<file path="src/rtl/onehot_grant_dispatcher.sv">
// rtl/onehot_grant_dispatcher.sv - FIFO-buffered binary index to held one-hot grant dispatcher
module onehot_grant_dispatcher #(
  parameter int n     = 4,
  parameter int DEPTH = 2,
  localparam int W    = $clog2(n),
  localparam int LW   = $clog2(DEPTH) + 1
) (
  input  logic          clk,
  input  logic          rst_n,
  input  logic          in_valid,
  input  logic [W-1:0]  in_code,
  output logic          in_ready,
  input  logic [n-1:0]  ack,
  output logic [n-1:0]  grant,
  output logic          busy,
  output logic [LW-1:0] level,
  output logic          err
);

  localparam int PW = $clog2(DEPTH);
  localparam logic [LW-1:0] DEPTH_L = LW'(DEPTH);
  localparam logic [W:0]    N_L     = (W + 1)'(n);

  typedef enum logic {
    IDLE  = 1'b0,
    GRANT = 1'b1
  } state_t;

  state_t         state_q, state_d;
  logic [n-1:0]   grant_q, grant_d;
  logic [LW-1:0]  level_q, level_d;
  logic [PW-1:0]  wr_ptr_q, wr_ptr_d;
  logic [PW-1:0]  rd_ptr_q, rd_ptr_d;
  logic           err_q, err_d;
  logic [W-1:0]   mem_q [DEPTH];
  logic [W-1:0]   mem_d [DEPTH];

  logic           push;
  logic           in_ok;
  logic           wr;
  logic           pop;
  logic           ack_hit;
  logic           not_empty;
  logic [W-1:0]   head;
  logic [n-1:0]   head_onehot;

  // Handshake and range qualification of the incoming code
  always_comb begin
    in_ready  = (level_q != DEPTH_L);
    push      = in_valid && in_ready;
    in_ok     = ({1'b0, in_code} < N_L);
    wr        = push && in_ok;
    not_empty = (level_q != '0);
    head      = mem_q[rd_ptr_q];
    ack_hit   = |(ack & grant_q);
  end

  // Decode the FIFO head into its one-hot line; stored codes are always < n
  always_comb begin
    head_onehot = '0;
    for (int i = 0; i < n; i++) begin
      if (head == W'(i)) begin
        head_onehot[i] = 1'b1;
      end
    end
  end

  // Grant FSM: load from the FIFO when idle, hold until the granted line acks
  always_comb begin
    state_d = state_q;
    grant_d = grant_q;
    pop     = 1'b0;
    case (state_q)
      IDLE: begin
        if (not_empty) begin
          pop     = 1'b1;
          grant_d = head_onehot;
          state_d = GRANT;
        end
      end
      GRANT: begin
        if (ack_hit) begin
          if (not_empty) begin
            pop     = 1'b1;
            grant_d = head_onehot;
          end else begin
            grant_d = '0;
            state_d = IDLE;
          end
        end
      end
      default: begin
        grant_d = '0;
        state_d = IDLE;
      end
    endcase
  end

  // FIFO storage, pointers, occupancy and sticky range error
  always_comb begin
    mem_d    = mem_q;
    wr_ptr_d = wr_ptr_q;
    rd_ptr_d = rd_ptr_q;
    level_d  = level_q;
    err_d    = err_q | (push && !in_ok);
    if (wr) begin
      mem_d[wr_ptr_q] = in_code;
      wr_ptr_d        = wr_ptr_q + PW'(1);
    end
    if (pop) begin
      rd_ptr_d = rd_ptr_q + PW'(1);
    end
    if (wr && !pop) begin
      level_d = level_q + LW'(1);
    end else if (!wr && pop) begin
      level_d = level_q - LW'(1);
    end
  end

  // State registers; reset discards buffered codes and drops the grant at once
  always_ff @(posedge clk or negedge rst_n) begin
    if (!rst_n) begin
      state_q  <= IDLE;
      grant_q  <= '0;
      level_q  <= '0;
      wr_ptr_q <= '0;
      rd_ptr_q <= '0;
      err_q    <= 1'b0;
      for (int i = 0; i < DEPTH; i++) begin
        mem_q[i] <= '0;
      end
    end else begin
      state_q  <= state_d;
      grant_q  <= grant_d;
      level_q  <= level_d;
      wr_ptr_q <= wr_ptr_d;
      rd_ptr_q <= rd_ptr_d;
      err_q    <= err_d;
      mem_q    <= mem_d;
    end
  end

  // Outputs come straight from registers
  always_comb begin
    grant = grant_q;
    busy  = (state_q == GRANT);
    level = level_q;
    err   = err_q;
  end

endmodule

</file>
<file path="config.mk">
export PLATFORM = sky130hd
export DESIGN_NAME = onehot_grant_dispatcher
export DESIGN_NICKNAME = d
export VERILOG_FILES = /design/src/rtl/onehot_grant_dispatcher.sv
export SDC_FILE = /design/constraint.sdc
export NUM_CORES = 1
export LEC_CHECK = 0
export ABC_AREA = 1
export ABC_CLOCK_PERIOD_IN_PS = 3090
export BUFFER_PORTS_ARGS = -buffer_cell sky130_fd_sc_hd__buf_2
export CAP_MARGIN = 20
export CORE_UTILIZATION = 30
export DETAILED_ROUTE_END_ITERATION = 8
export GPL_TIMING_DRIVEN = 0
export SETUP_SLACK_MARGIN = 0.02
export SLEW_MARGIN = 20
export SYNTH_ARGS = -nofsm -noshare
export SYNTH_HDL_FRONTEND = slang
export SYNTH_SLANG_ARGS = --single-unit
export TNS_END_PERCENT = 5
</file>
<file path="constraint.sdc">
create_clock -name clk -period 3.09 [get_ports clk]
set_clock_uncertainty 0.15 [all_clocks]
set_input_delay 0.1545 -clock clk [delete_from_list [all_inputs] [get_ports clk]]
set_output_delay 0.1545 -clock clk [all_outputs]
set_load 0.005 [all_outputs]
</file>
After elaboration in Yosys (flattened, before gate mapping)
Cells that the tools add are included.
{"block": "op_classes", "order_cmp": 3, "n_reduce_logical": 11, "n_mux": 21, "add_sub_neg": 4, "bitwise_logic": 4, "n_eq_ne": 6}
{"operator": "$mux W2", "n": 6}
{"operator": "$mux W4", "n": 3}
{"operator": "$pmux W4 S2", "n": 1}
{"operator": "$mux W1", "n": 7}
{"operator": "$and A4 B4 Y4", "n": 1}
{"operator": "$bwmux W4", "n": 1}
{"operator": "$eq A2 B2 Y1 const B", "n": 2}
{"operator": "$ge A2 B2 Y1 const B", "n": 2}
{"operator": "$logic_and A1 B1 Y1", "n": 4}
{"operator": "$ne A2 B2 Y1 const B", "n": 2}
{"operator": "$not A1 Y2", "n": 2}
{"operator": "$pmux W1 S2", "n": 2}
{"operator": "$reduce_bool A2 Y1", "n": 2}
{"operator": "$reduce_or A4 Y1", "n": 1}
{"operator": "$add A1 B1 Y1 const B", "n": 2}
{"operator": "$add A2 B1 Y2 const B", "n": 1}
{"operator": "$demux W2 S1", "n": 1}
{"operator": "$eq A2 B1 Y1 const B", "n": 1}
{"operator": "$logic_not A1 Y1", "n": 2}
{"operator": "$logic_not A2 Y1", "n": 1}
{"operator": "$lt A2 B1 Y1 const B", "n": 1}
{"operator": "$ne A2 B1 Y1 const B", "n": 1}
{"operator": "$reduce_and A2 Y1", "n": 1}
{"operator": "$sub A2 B1 Y2 const B", "n": 1}
{"operator": "$not A1 Y1", "n": 1}
{"block": "totals", "inputBits": 9, "register_bits": 13, "output_inout_bits": 9}

Depth between registers and ports, before layout
Gate-level depths: netlist of run 1.
{"block": "depth", "ltp_word": 9, "mapped_depth": 9, "depth_no_buf": 9}

Worst setup path before layout of run 1
OpenSTA, ideal clock, no wires.
{"block": "synth_path", "kind": "reg-to-reg", "startpoint": "register level_q[1] (netlist: level[1])", "endpoint": "register level_q[1] (netlist: level[1])", "path_buffers": 0, "arrival_ns": 1.344, "stages_incl_launch_ff": 8, "slack_ns": 1.471, "period_less_slack_ns": 1.619, "path_cell_list": "dfrtp_1 -> nor2_1 -> inv_1 -> o21ai_0 -> ha_1 -> nor2_1 -> nand2_1 -> xnor2_1"}
{"block": "synth_between", "elab_chain_len": 7, "elab_cells_between_ends": 15, "classes_between": "add/sub (2); eq/ne (1); mux (5); reduce/logical (7)"}
{"item": "from (decl)", "line_no": "31", "text": "logic [LW-1:0] level_q, level_d;"}
{"item": "from (signal assigned)", "line_no": "135", "text": "level_q <= level_d;"}
{"item": "$reduce_bool A2 Y1", "line_no": "53", "text": "not_empty = (level_q != '0);"}
{"item": "$mux W1", "line_no": "75, 83"}
{"item": "$mux W1", "line_no": "82", "text": "if (ack_hit) begin"}
{"item": "$pmux W1 S2", "line_no": "73", "text": "case (state_q)"}
{"item": "$logic_not A1 Y1", "line_no": "113", "text": "if (wr && !pop) begin"}
{"item": "$logic_and A1 B1 Y1", "line_no": "113"}
{"item": "$mux W2 or $reduce_bool A2 Y1 (tied branches)"}
Parallel ways exist; a longest one is shown, timed or not. The select of a mux whose other input is x is not followed.
A chain may end at the register's enable or synchronous reset.

Worst setup path after layout of run 1
Same ends and word-level chain as after synthesis.

==> results.md, run 1 <==
- The run finished with clean final reports.
- Of all nets on the critical path, the largest fanout is 4.
- The total overflow left after global routing is 0.
- The fraction of synthesized cell area taken by the top area cell type is roughly half.
- The required time reported for the critical path endpoint is 3.10 ns.
- The slowest stage of the critical path is the sky130_fd_sc_hd__dfrtp_1 cell.
- Summing all placed instances gives a cell area of 766 um^2.
- The placeable core area is roughly 2000 um^2.
- The kind of capture point of the worst setup path is a flip-flop.
- The via count of the first global-routing pass was 526.
- The largest area contributor in the netlist is sky130_fd_sc_hd__dfrtp_1.
- TritonCTS built the clock tree.
- The violation count after the first detailed-routing iteration is 9.
- The final clock period utilization by the worst path is 56.5%.
- For this configuration, the core starts out at a cell density of approximately 33%.
- By area the synthesized netlist is led by sky130_fd_sc_hd__dfrtp_1 50%, sky130_fd_sc_hd__nand2_1 19%, sky130_fd_sc_hd__inv_1 5.8%, sky130_fd_sc_hd__nand3_1 4.6%, sky130_fd_sc_hd__o21ai_2 4.0%.
- Setup repair after global routing left no endpoint under its margin.
- The vias after detailed routing is between 500 and 600.
- The fraction of the core area covered by cells at the end of the flow is about two fifths.
- The initial antenna violation count is 0.
- The post-route DRC violation count is 0.
- In this run the mean area of a mapped cell was just under 8 um^2.
- The worst path arrival time is 1.76 ns.
- The signal on the critical path passes through nor2_1 > inv_1 > o21ai_0 > ha_1 > nor2_1 > nand2_1 > xnor2_1.
- The maximum clock frequency is 572 MHz.
- In this run the static leakage power is 0.465 nW.
- In this run the number of H-tree levels came out at 1.
- The net count after synthesis is between 90 and 100.
- The final setup TNS is 0 ns.
- The clock drives 13 sinks.
- The sequential-to-total area share from yosys stat is 49.9%.
- The floorplan has 16 rows.
- The largest incremental delay on the critical path is approximately 0.43 ns.
- The detailed-route wire length is about 1200 um.
- Entering global routing, the biggest net connects 14 pins.
- Leaving out fill and tap cells, the most frequent cells in the layout are 33 x sky130_fd_sc_hd__nand2_1, 16 x sky130_fd_sc_hd__buf_2, 13 x sky130_fd_sc_hd__dfrtp_1, 10 x sky130_fd_sc_hd__inv_1.
- Among the stages of the critical path, the cell type that occurs most often is sky130_fd_sc_hd__nor2_1.
- The number of buffers and inverters on the critical path is 1.
- The kind of start point of the critical path is a flip-flop.
- The number of nets in the final layout is about 120.
- For this run, the total global-route usage over all layers was measured as a little under an eighth.
- The total CTS buffers is 3.
- The number of pins exceeding their max-slew limit in the final report came to 0.
- The first-pass GRT wire length is approximately 2100 um.
- The synthesized netlist occupies a cell area of ~650 um^2.
- The most common cell after layout, fill and taps aside is sky130_fd_sc_hd__nand2_1.
- For this run, the detailed router's first-pass iteration total came to 4.
- The synthesis-to-layout area growth is 27.6%.
- The flop and latch count out of synthesis is 13.
- Dividing the detail-routed via count by the number of cells gives around 4.1.
- The count of endpoints failing hold in the final timing report came to 0.
- The critical path in this run is classified as reg -> reg.
- The die outline area is 2360 um^2.
- Synthesis produced a netlist whose cell count is 84.
- The count of port buffers added during placement is 16.
- CTS placed an instance of sky130_fd_sc_hd__clkbuf_4 at the clock tree root.
- Setup violations remaining at the end of the flow were counted as 0.
- The die outline width is a little under 50 um.
- Max-cap violations in this run came to 0.
- The longest clock path from root to sink contains 2 buffers.
- The die height is about 50 um.
- The final critical-path required period is 1.75 ns.
- The number of top-level pins is 18.
- In this run the remaining antenna-violating nets after routing total 0.
- The tightest min-delay check is of the in -> async type.
- The clock latency on the worst-skew pair is roughly 0.27 ns.
- The worst-case IR drop observed on VDD is ~0.00034 V.
- Yosys mapped the design onto 14 distinct sky130hd cell types.
- The number of warnings printed during yosys synthesis is 0.
- Dividing the detail-routed wire length by the instance count gives slightly below 9 um.
- The repair_antennas step left the layout with diodes totalling 0.
- Clock-pin slew was measured on the worst setup and hold paths at around 0.080 ns.
- Cells with a size suffix above 1 make up about a quarter of the layout.
- Dividing total power by cell area gives a power density of about 660 nW/um^2.
- Once layout is done, the placed cells without fillers occupy 832 um^2.
- The routability-driven placement congestion ratio is 0.745.
- In this design, the largest share of critical-path delay is due to flip-flops.
- The number of setup buffers added after CTS is 0.
- The HPWL after detailed placement is between 800 and 900 um.
==> final cells by class <==
class	count	area, um^2
Sequential cell	13	325
Tap cell	27	33.8
Buffer	1	7.51
Timing Repair Buffer	20	120
Clock buffer	4	26.3
Fill cell	226	1170
Multi-Input combinational cell	59	278
Inverter	11	41.3
==> repair_timing <==
item                      in CTS  in global routing
hold buffers                   4                  0
gates resized for setup        0                  0
hold endpoints to repair      16                  0
==> sequential cells by signal, summed over array words and instances (netlist names) <==
name      flops
level         2
grant         4
busy          1
mem_q         4
rd_ptr_q      1
wr_ptr_q      1
==> cell families (layout without fill, tap and decap cells) <==
logic type,after synthesis,in the layout,share of synthesized area (%)
AND/OR/NAND/NOR,48,48,30.3
buffers and inverters,12,36,7.49
XOR/XNOR,2,2,2.69
flip-flops,13,13,49.9
AO/OA/AOI/OAI,7,7,7.10
adder cells (fa/ha/maj),1,1,1.92
other,1,1,0.575
==> cells in the mapped netlist <==
library cell,number
sky130_fd_sc_hd__inv_1,10
sky130_fd_sc_hd__nand3_1,6
sky130_fd_sc_hd__ha_1,1
sky130_fd_sc_hd__o21ai_0,4
sky130_fd_sc_hd__dfrtp_1,13
sky130_fd_sc_hd__nand2_2,2
sky130_fd_sc_hd__o21ai_2,3
sky130_fd_sc_hd__nor2_1,6
sky130_fd_sc_hd__xnor2_1,2
sky130_fd_sc_hd__inv_2,1
sky130_fd_sc_hd__buf_4,1
sky130_fd_sc_hd__conb_1,1
sky130_fd_sc_hd__or2_4,1
sky130_fd_sc_hd__nand2_1,33
==> metrics by stage <==
stage                     worst slack (ns)  cells  power (mW)  hold slack [ns]
final                                 1.34    135       0.548            0.142
after global routing                  1.14    135       0.605            0.165
after CTS                             1.30    135       0.561            0.143
after detailed placement              1.34    127       0.448          -0.0919
after global placement                1.34    127       0.440          -0.0930
after floorplan                       1.47     84       0.392           -0.291
==> report_power, final <==
part / total [mW] / switching [mW] / leakage, nW / internal, mW
registers: 0.252 / 0.0363 / 0.164 / 0.216
logic: 0.193 / 0.107 / 0.286 / 0.0863
clock network: 0.103 / 0.0530 / 0.0150 / 0.0500
total: 0.548 / 0.196 / 0.465 / 0.352
==> per-layer routing <==
metal	track usage, %	vias to the layer above	wire length (um)
met2	19.7	18	543
met5	0	-	0
met4	2.94	0	7
met3	4.72	2	67
li1	-	302	-
met1	14.6	229	568
==> worst paths after layout <==
kind,end,slack (ns),start,cells past startpoint
max,level[1],1.34,level[1],7
min,busy,0.14,rst_n,2
max reg2reg,level[1],1.34,level[1],7
min reg2reg,mem_q[2],0.35,mem_q[2],2
max in group asynchronous,mem_q[3],2.42,rst_n,2
min in group clk,busy,0.16,ack[2],4
Note: power is estimated with default switching activity, not from simulation.
==> run 2: changes to the inputs <==
ABC_CLOCK_PERIOD_IN_PS = 1400   (was 3090)
clock period = 1.4 ns   (was 3.09 ns; I/O delays follow)
==> results.md, run 2 (same netlist as run 1, synthesis figures left out) <==
- The run finished, with violations left.
- The final reports fail on setup timing.
- The count of endpoints failing hold in the final timing report is 0.
- The antenna diode count is 0.
- In the post-route analysis, the smallest setup slack over all paths is -0.0821 ns.
- The via count of the first global-routing pass was 600.
- Among all stages on the critical path, the largest delay is contributed by sky130_fd_sc_hd__dfrtp_1.
- STA puts the critical path data required time at ~1.4 ns.
- The count of TritonRoute iterations in the first routing pass is 3.
- The cell family contributing the most delay on the critical path is flip-flops.
- The most common cell after layout, fill and taps aside is sky130_fd_sc_hd__nand2_1.
- Global routing used a little over an eighth of the available tracks across all layers.
- The switching power summed over all nets is approximately 510 uW.
- The detailed router finished its first iteration with 10 violations.
- Of all nets on the critical path, the largest fanout is 2.
- The setup violation total in the final timing report is 2.
- Cell internal power was estimated by the tool at 889 uW.
- The clock latency on the worst-skew pair is 0.28 ns.
- The final critical-path required period is about 1.5 ns.
- The synthesis-to-layout area growth is 49.7%.
- The vias per cell is about 4.1.
- Setup repair after global routing could not meet its margin everywhere.
- At the end of the flow, the number of nets in the layout was roughly 130.
- The share of total power in the clock network is ~17%.
- The maximum level of the CTS H-tree is 1.
- Clock-pin slew was measured on the worst setup and hold paths at 0.08 ns.
- In the routed design, unresolved DRC markers number 0.
- The number of pins exceeding their max-slew limit in the final report is 0.
- Net switching is a little over a third of the power.
- The logic gate share of total power is a little over two fifths.
- From bottom edge to top edge, the die measures 48.6 um.
- The global route total overflow is 0.
- In the layout the commonest cells are 29 x sky130_fd_sc_hd__nand2_1, 16 x sky130_fd_sc_hd__buf_2, 11 x sky130_fd_sc_hd__buf_4, 11 x sky130_fd_sc_hd__dfrtp_1, 9 x sky130_fd_sc_hd__inv_1.
- The leakage dissipation is 0.533 nW.
- The kind of start point of the critical path is a flip-flop.
- The final setup TNS is -0.162 ns.
- Derived from the worst setup path, the maximum achievable clock frequency is slightly below 700 MHz.
- The placeable core area is between 2000 and 2500 um^2.
- The max-cap check violation count is 0.
- The type of the most critical hold path is in -> async.
- Pin placement for this block handled 18 I/O pins.
- The number of buffers and inverters on the critical path is 1.
- The initial antenna violation count is 0.
- The pin count of the biggest net entering global routing is 14.
- Dividing the final minimum period by the clock period gives 106%.
- TritonCTS built the clock tree.
- The clock tree root buffer cell is sky130_fd_sc_hd__clkbuf_4.
- The fraction of the core area covered by cells at the end of the flow is 48.8%.
- Once detailed placement completed, the half-perimeter wirelength came to 890 um.
- The worst setup path is of the reg -> reg kind.
- The count of port buffers added during placement is 16.
- The power share of the sequential group is 40.8%.
- In this run, CTS created clock tree buffers numbering 3.
- The number of clock sinks seen by CTS is 13.
- The floorplan has 16 rows.
- The detailed-route wire length is 1360 um.
- The clock passes through at most 2 buffers.
- IR analysis of the VDD net gives a maximum drop of about 0.00094 V.
- On the worst path, the slowest cell contributes a delay of roughly 0.4 ns.
- Summing over every cut layer, the via total after detailed routing is 601.
- The worst path arrival time is about 1.5 ns.
- The number of nets with antenna violations after routing is 0.
- The signal on the critical path passes through nand2_2 > nand3_4 > o21ai_4 > ha_4 > buf_4 > xnor2_2.
- Before CTS, the worst setup slack after placement is -0.277 ns.
- The initial standard-cell utilization of the core is between 30% and 40%.
- The layout cell share with drive strength beyond 1 is a little over two fifths.
- The kind of capture point of the worst setup path is a flip-flop.
- The die outline width is slightly below 50 um.
- The die outline area is about 2400 um^2.
- Power spread over the standard cell area amounts to 1430 nW/um^2.
- The first global-routing pass estimated around 2400 um of wire.
- The routability-driven placement congestion ratio is between 0.7 and 0.8.
- Dividing the detail-routed wire length by the instance count gives 9.39 um.
- After filler insertion, the fill cell instance count of the layout stands at about 200.
run 2: changes by cell type in the layout (fill, tap and decap cells not counted), moves of 2 or more:
cell / previous run / this run
sky130_fd_sc_hd__buf_4: 1 / 11
sky130_fd_sc_hd__nand2_1: 33 / 29
sky130_fd_sc_hd__nand2_2: 2 / 6
sky130_fd_sc_hd__nor2_1: 6 / 3
sky130_fd_sc_hd__dfrtp_1: 13 / 11
sky130_fd_sc_hd__dfrtp_2: 0 / 2
sky130_fd_sc_hd__nor2_2: 0 / 2
run 2: routing by layer:
metal	track usage [%]	part of all wire, %
met1	14.9	45
met2	23.1	47
met3	3.77	5.1
met4	7.35	2.6
met5	0	0
run 2: area by class of cell:
class / count / area, um^2 / area share, %
inverter: 11 / 41.3 / 4.23
sequential: 13 / 328 / 33.6
tap: 27 / 33.8 / 3.46
clock buffer: 4 / 26.3 / 2.69
timing repair buffer: 30 / 195 / 20.0
multi-input combinational: 59 / 344 / 35.3
buffer: 1 / 7.51 / 0.769
run 2: path summary, 6_finish.rpt:
path                       endpoint  slack (ns)     start  cells past startpoint
hold / removal             rd_ptr_q        0.05     rst_n                      2
setup / recovery           level[0]       -0.08  grant[0]                      6
max in group asynchronous  level[1]        0.80     rst_n                      2
setup reg to reg           level[0]       -0.08  grant[0]                      6
min in group clk           rd_ptr_q        0.05    ack[0]                      6
hold reg to reg            mem_q[0]        0.34  mem_q[0]                      2
run 2: what timing repair did:
action                     in CTS  in global routing
hold endpoints to repair       18                  1
resized for setup               6                 11
hold buffers                    3                  1
pin swaps                       4                  4
setup endpoints to repair       2                  7
buffers inserted                8                  2
run 2: metrics by stage:
step	cell area, um^2	cells	total power, mW	hold WS (ns)
floorplan	654	84	0.873	-0.376
global placement	768	127	0.981	-0.178
detailed placement	768	127	0.995	-0.168
CTS	903	142	1.36	-0.101
global route	976	145	1.52	0.0808
finish	976	145	1.40	0.0495
run 2: power groups by stage:
stage	clock [mW]	combinational, mW	sequential [mW]
5_1_grt	0.269	0.662	0.588
3_3_place_gp	0	0.417	0.564
6_report	0.237	0.591	0.570
2_1_floorplan	0	0.317	0.556
4_1_cts	0.255	0.527	0.574
3_5_place_dp	0	0.425	0.570
==> run 3: changes to the inputs <==
ABC_CLOCK_PERIOD_IN_PS = 1550   (was 1400)
CORE_ASPECT_RATIO = 1.2   (was unset)
clock period = 1.55 ns   (was 1.4 ns; I/O delays follow)
==> results.md, run 3 (same netlist as run 1, synthesis figures left out) <==
- The vias per cell is 4.25.
- The clock-pin slew on the worst setup and hold paths is 0.08 ns.
- TritonCTS built the clock tree.
- The layout cell share with drive strength beyond 1 is 43.7%.
- IR analysis of the VDD net gives a maximum drop of 0.000704 V.
- After layout, the design draws a total of around 1.2 mW.
- The setup violation total in the final timing report is 0.
- The number of fill cells is between 200 and 250.
- The post-route DRC violation count is 0.
- The worst setup path is of the reg -> reg kind.
- The top fanout value on the critical path is 3.
- The die outline width is 44.6 um.
- Summed over all nets, the half-perimeter wirelength after detailed placement is roughly 910 um.
- In this run, the clock network consumes roughly 17% of the power.
- The detailed-route wire length is 1410 um.
- The placeable core area is between 2000 and 2500 um^2.
- The max-cap check violation count is 0.
- The number of pins exceeding their max-slew limit in the final report is 0.
- In this run the tool buffered the top-level ports with 16 buffer cells.
- Timing would allow up to roughly 660 MHz.
- The cell count after placement is 130.
- The first-pass GRT wire length is ~2400 um.
- In this design, the critical path's most frequently occurring cell is sky130_fd_sc_hd__nand2_2.
- The antenna diode count is 0.
- Combinational logic is responsible for 40.8% of the overall power.
- Summed over all cells, the static leakage comes to about 0.53 nW.
- The internal portion of the total power is roughly 770 uW.
- Of the total power, the share spent switching nets is 37.0%.
- Counting along the longest clock path gives a buffer depth of 2.
- The final clock period utilization by the worst path is between 90 and 100%.
- For this design the total switching power over the nets is 455 uW.
- The worst register-to-register path has a depth of 7.
- The library cells used most frequently in the layout, excluding fill and tap cells, are 28 x sky130_fd_sc_hd__nand2_1, 16 x sky130_fd_sc_hd__buf_2, 12 x sky130_fd_sc_hd__buf_4, 12 x sky130_fd_sc_hd__dfrtp_1, 8 x sky130_fd_sc_hd__inv_1.
- The floorplan has 18 rows.
- Entering global routing, the biggest net connects 14 pins.
- The synthesis-to-layout area growth is 51.2%.
- For this run the aggregate overflow at the end of global routing stands at 0.
- The die is about 53 um tall.
- The required time reported for the critical path endpoint is 1.57 ns.
- STA classifies the critical path endpoint as a flip-flop.
- The count of endpoints failing hold in the final timing report is 0.
- The share of total power dissipated in sequential elements is a little over two fifths.
- Walking the worst path, the cells encountered are nand2_2 > nand3_4 > o21ai_4 > ha_4 > nor2_4 > nand2_2 > xnor2_1.
- Setup repair after global routing could not meet its margin everywhere.
- The type of the most critical hold path is in -> async.
- The flow ran to the end, and the final reports show no timing, DRC or antenna violations.
- Leaving out fill and tap cells, the most frequent cell in the layout is sky130_fd_sc_hd__nand2_1.
- The ratio of total power to cell area is about 1200 nW/um^2.
- The count of TritonRoute iterations in the first routing pass is 4.
- The startpoint of the most critical register-to-register path is grant[0].
- Once the floorplan was initialized, standard cells occupied between 30% and 40% of the core.
- The sum of buffers and inverters on the critical path is 0.
- The number of top-level pins is 18.
- The number of clock sinks seen by CTS is 13.
- The clock latency on the worst-skew pair is about 0.28 ns.
- The final standard cell count with taps included and fillers excluded is ~150.
- The largest incremental delay on the critical path is slightly above 0.4 ns.
- The final critical-path required period is around 1.5 ns.
- The routability-driven placement congestion ratio is 0.762.
- The vias after detailed routing is ~630.
- The final layout contains 130 nets.
- In this run the register-to-register setup slack is 0.05 ns.
- In this run the critical register-to-register path is captured at level[1].
- The violation count after the first detailed-routing iteration is 14.
- The via count of the first global-routing pass is about 600.
- The library cell contributing the largest single delay on the critical path is sky130_fd_sc_hd__dfrtp_1.
- The initial antenna violation count is 0.
- In this design, the largest share of critical-path delay is due to flip-flops.
- The number of nets with antenna violations after routing is 0.
- In this run the number of H-tree levels came out at 1.
- At the worst endpoint, the arrival time is 1.52 ns.
- The per-cell routed wire length is 9.44 um.
- In this run the clock root is driven by a sky130_fd_sc_hd__clkbuf_4.
- Counting the buffers created by CTS gives 3.
- The die outline area is 2360 um^2.
- The worst setup path is launched from a flip-flop.
- The global-route usage over all layers is 14.4%.
[run 3: changes by cell type in the layout (fill, tap and decap cells not counted)]
cell | previous run | this run
sky130_fd_sc_hd__buf_4 | 11 | 12
sky130_fd_sc_hd__dfrtp_1 | 11 | 12
sky130_fd_sc_hd__dfrtp_2 | 2 | 1
sky130_fd_sc_hd__inv_1 | 9 | 8
sky130_fd_sc_hd__inv_2 | 2 | 3
sky130_fd_sc_hd__nand2_1 | 29 | 28
sky130_fd_sc_hd__nand2_2 | 6 | 7
sky130_fd_sc_hd__nor2_2 | 2 | 1
sky130_fd_sc_hd__nor2_4 | 1 | 2
sky130_fd_sc_hd__xnor2_1 | 1 | 2
sky130_fd_sc_hd__xnor2_2 | 1 | 0
[run 3: how the worst max path moves through the flow]
stage               slack [ns]  endpoint     start  cells past startpoint
floorplan                0.005  level[1]  level[0]                      7
global placement          -0.1  level[1]  level[0]                      7
detailed placement       -0.15  level[1]  level[0]                      7
CTS                      0.007  level[1]  grant[1]                      7
global route             -0.02  level[1]  level[0]                      8
finish                    0.05  level[1]  grant[0]                      7
[run 3: timing repair]
item,4_1_cts,5_1_grt
resized for setup,12,5
endpoints found under the setup margin,2,2
gates cloned,0,0
pin swaps,4,6
hold endpoints to repair,18,0
hold buffers,4,0
setup buffers,7,4
[run 3: final cells by class]
cell class	count	area, um^2	share of cell area [%]
Multi-Input combinational cell	59	344	34.9
Sequential cell	13	327	33.1
Timing Repair Buffer	31	203	20.6
Inverter	11	41.3	4.19
Tap cell	30	37.5	3.81
Clock buffer	4	26.3	2.66
Buffer	1	7.51	0.761
[run 3: worst reg2reg max path, delay by kind of cell, from the launching register on]
| family | cells | cell delay, ns |
|---|---|---|
| AO/OA/AOI/OAI | 1 | 0.17 |
| XOR/XNOR | 1 | 0.11 |
| adder cells (fa/ha/maj) | 1 | 0.23 |
| flip-flops | 1 | 0.41 |
| AND/OR/NAND/NOR | 4 | 0.34 |
[run 3: per-layer routing]
layer  global-route usage, %  vias to the layer above  share of wire (%)
met5                       0                        -                  0
met4                    7.58                        0                1.2
met3                    4.10                        2                2.8
met2                    25.0                       14                 53
met1                    15.4                      293                 43
li1                        -                      324                  -
[run 3: power by group through the flow]
| stage | Combinational (mW) | Sequential, mW | Clock [mW] |
|---|---|---|---|
| final | 0.501 | 0.517 | 0.210 |
| after global routing | 0.573 | 0.532 | 0.243 |
| after CTS | 0.464 | 0.516 | 0.222 |
| after detailed placement | 0.384 | 0.514 | 0 |
| after global placement | 0.378 | 0.508 | 0 |
| after floorplan | 0.286 | 0.502 | 0 |
[run 3: metrics by stage]
| stage | utilization (%) | area, um^2 | setup WS [ns] | TNS (ns) | hold WS [ns] |
|---|---|---|---|---|---|
| floorplan | - | 654 | 0.00481 | 0 | -0.368 |
| global placement | 37.7 | 772 | -0.0977 | -0.0977 | -0.165 |
| detailed placement | 37.7 | 772 | -0.149 | -0.149 | -0.165 |
| CTS | 46.0 | 943 | 0.00709 | 0 | 0.0596 |
| global route | 48.1 | 986 | -0.0232 | -0.0287 | 0.0793 |
| finish | 48.1 | 986 | 0.0456 | 0 | 0.0605 |
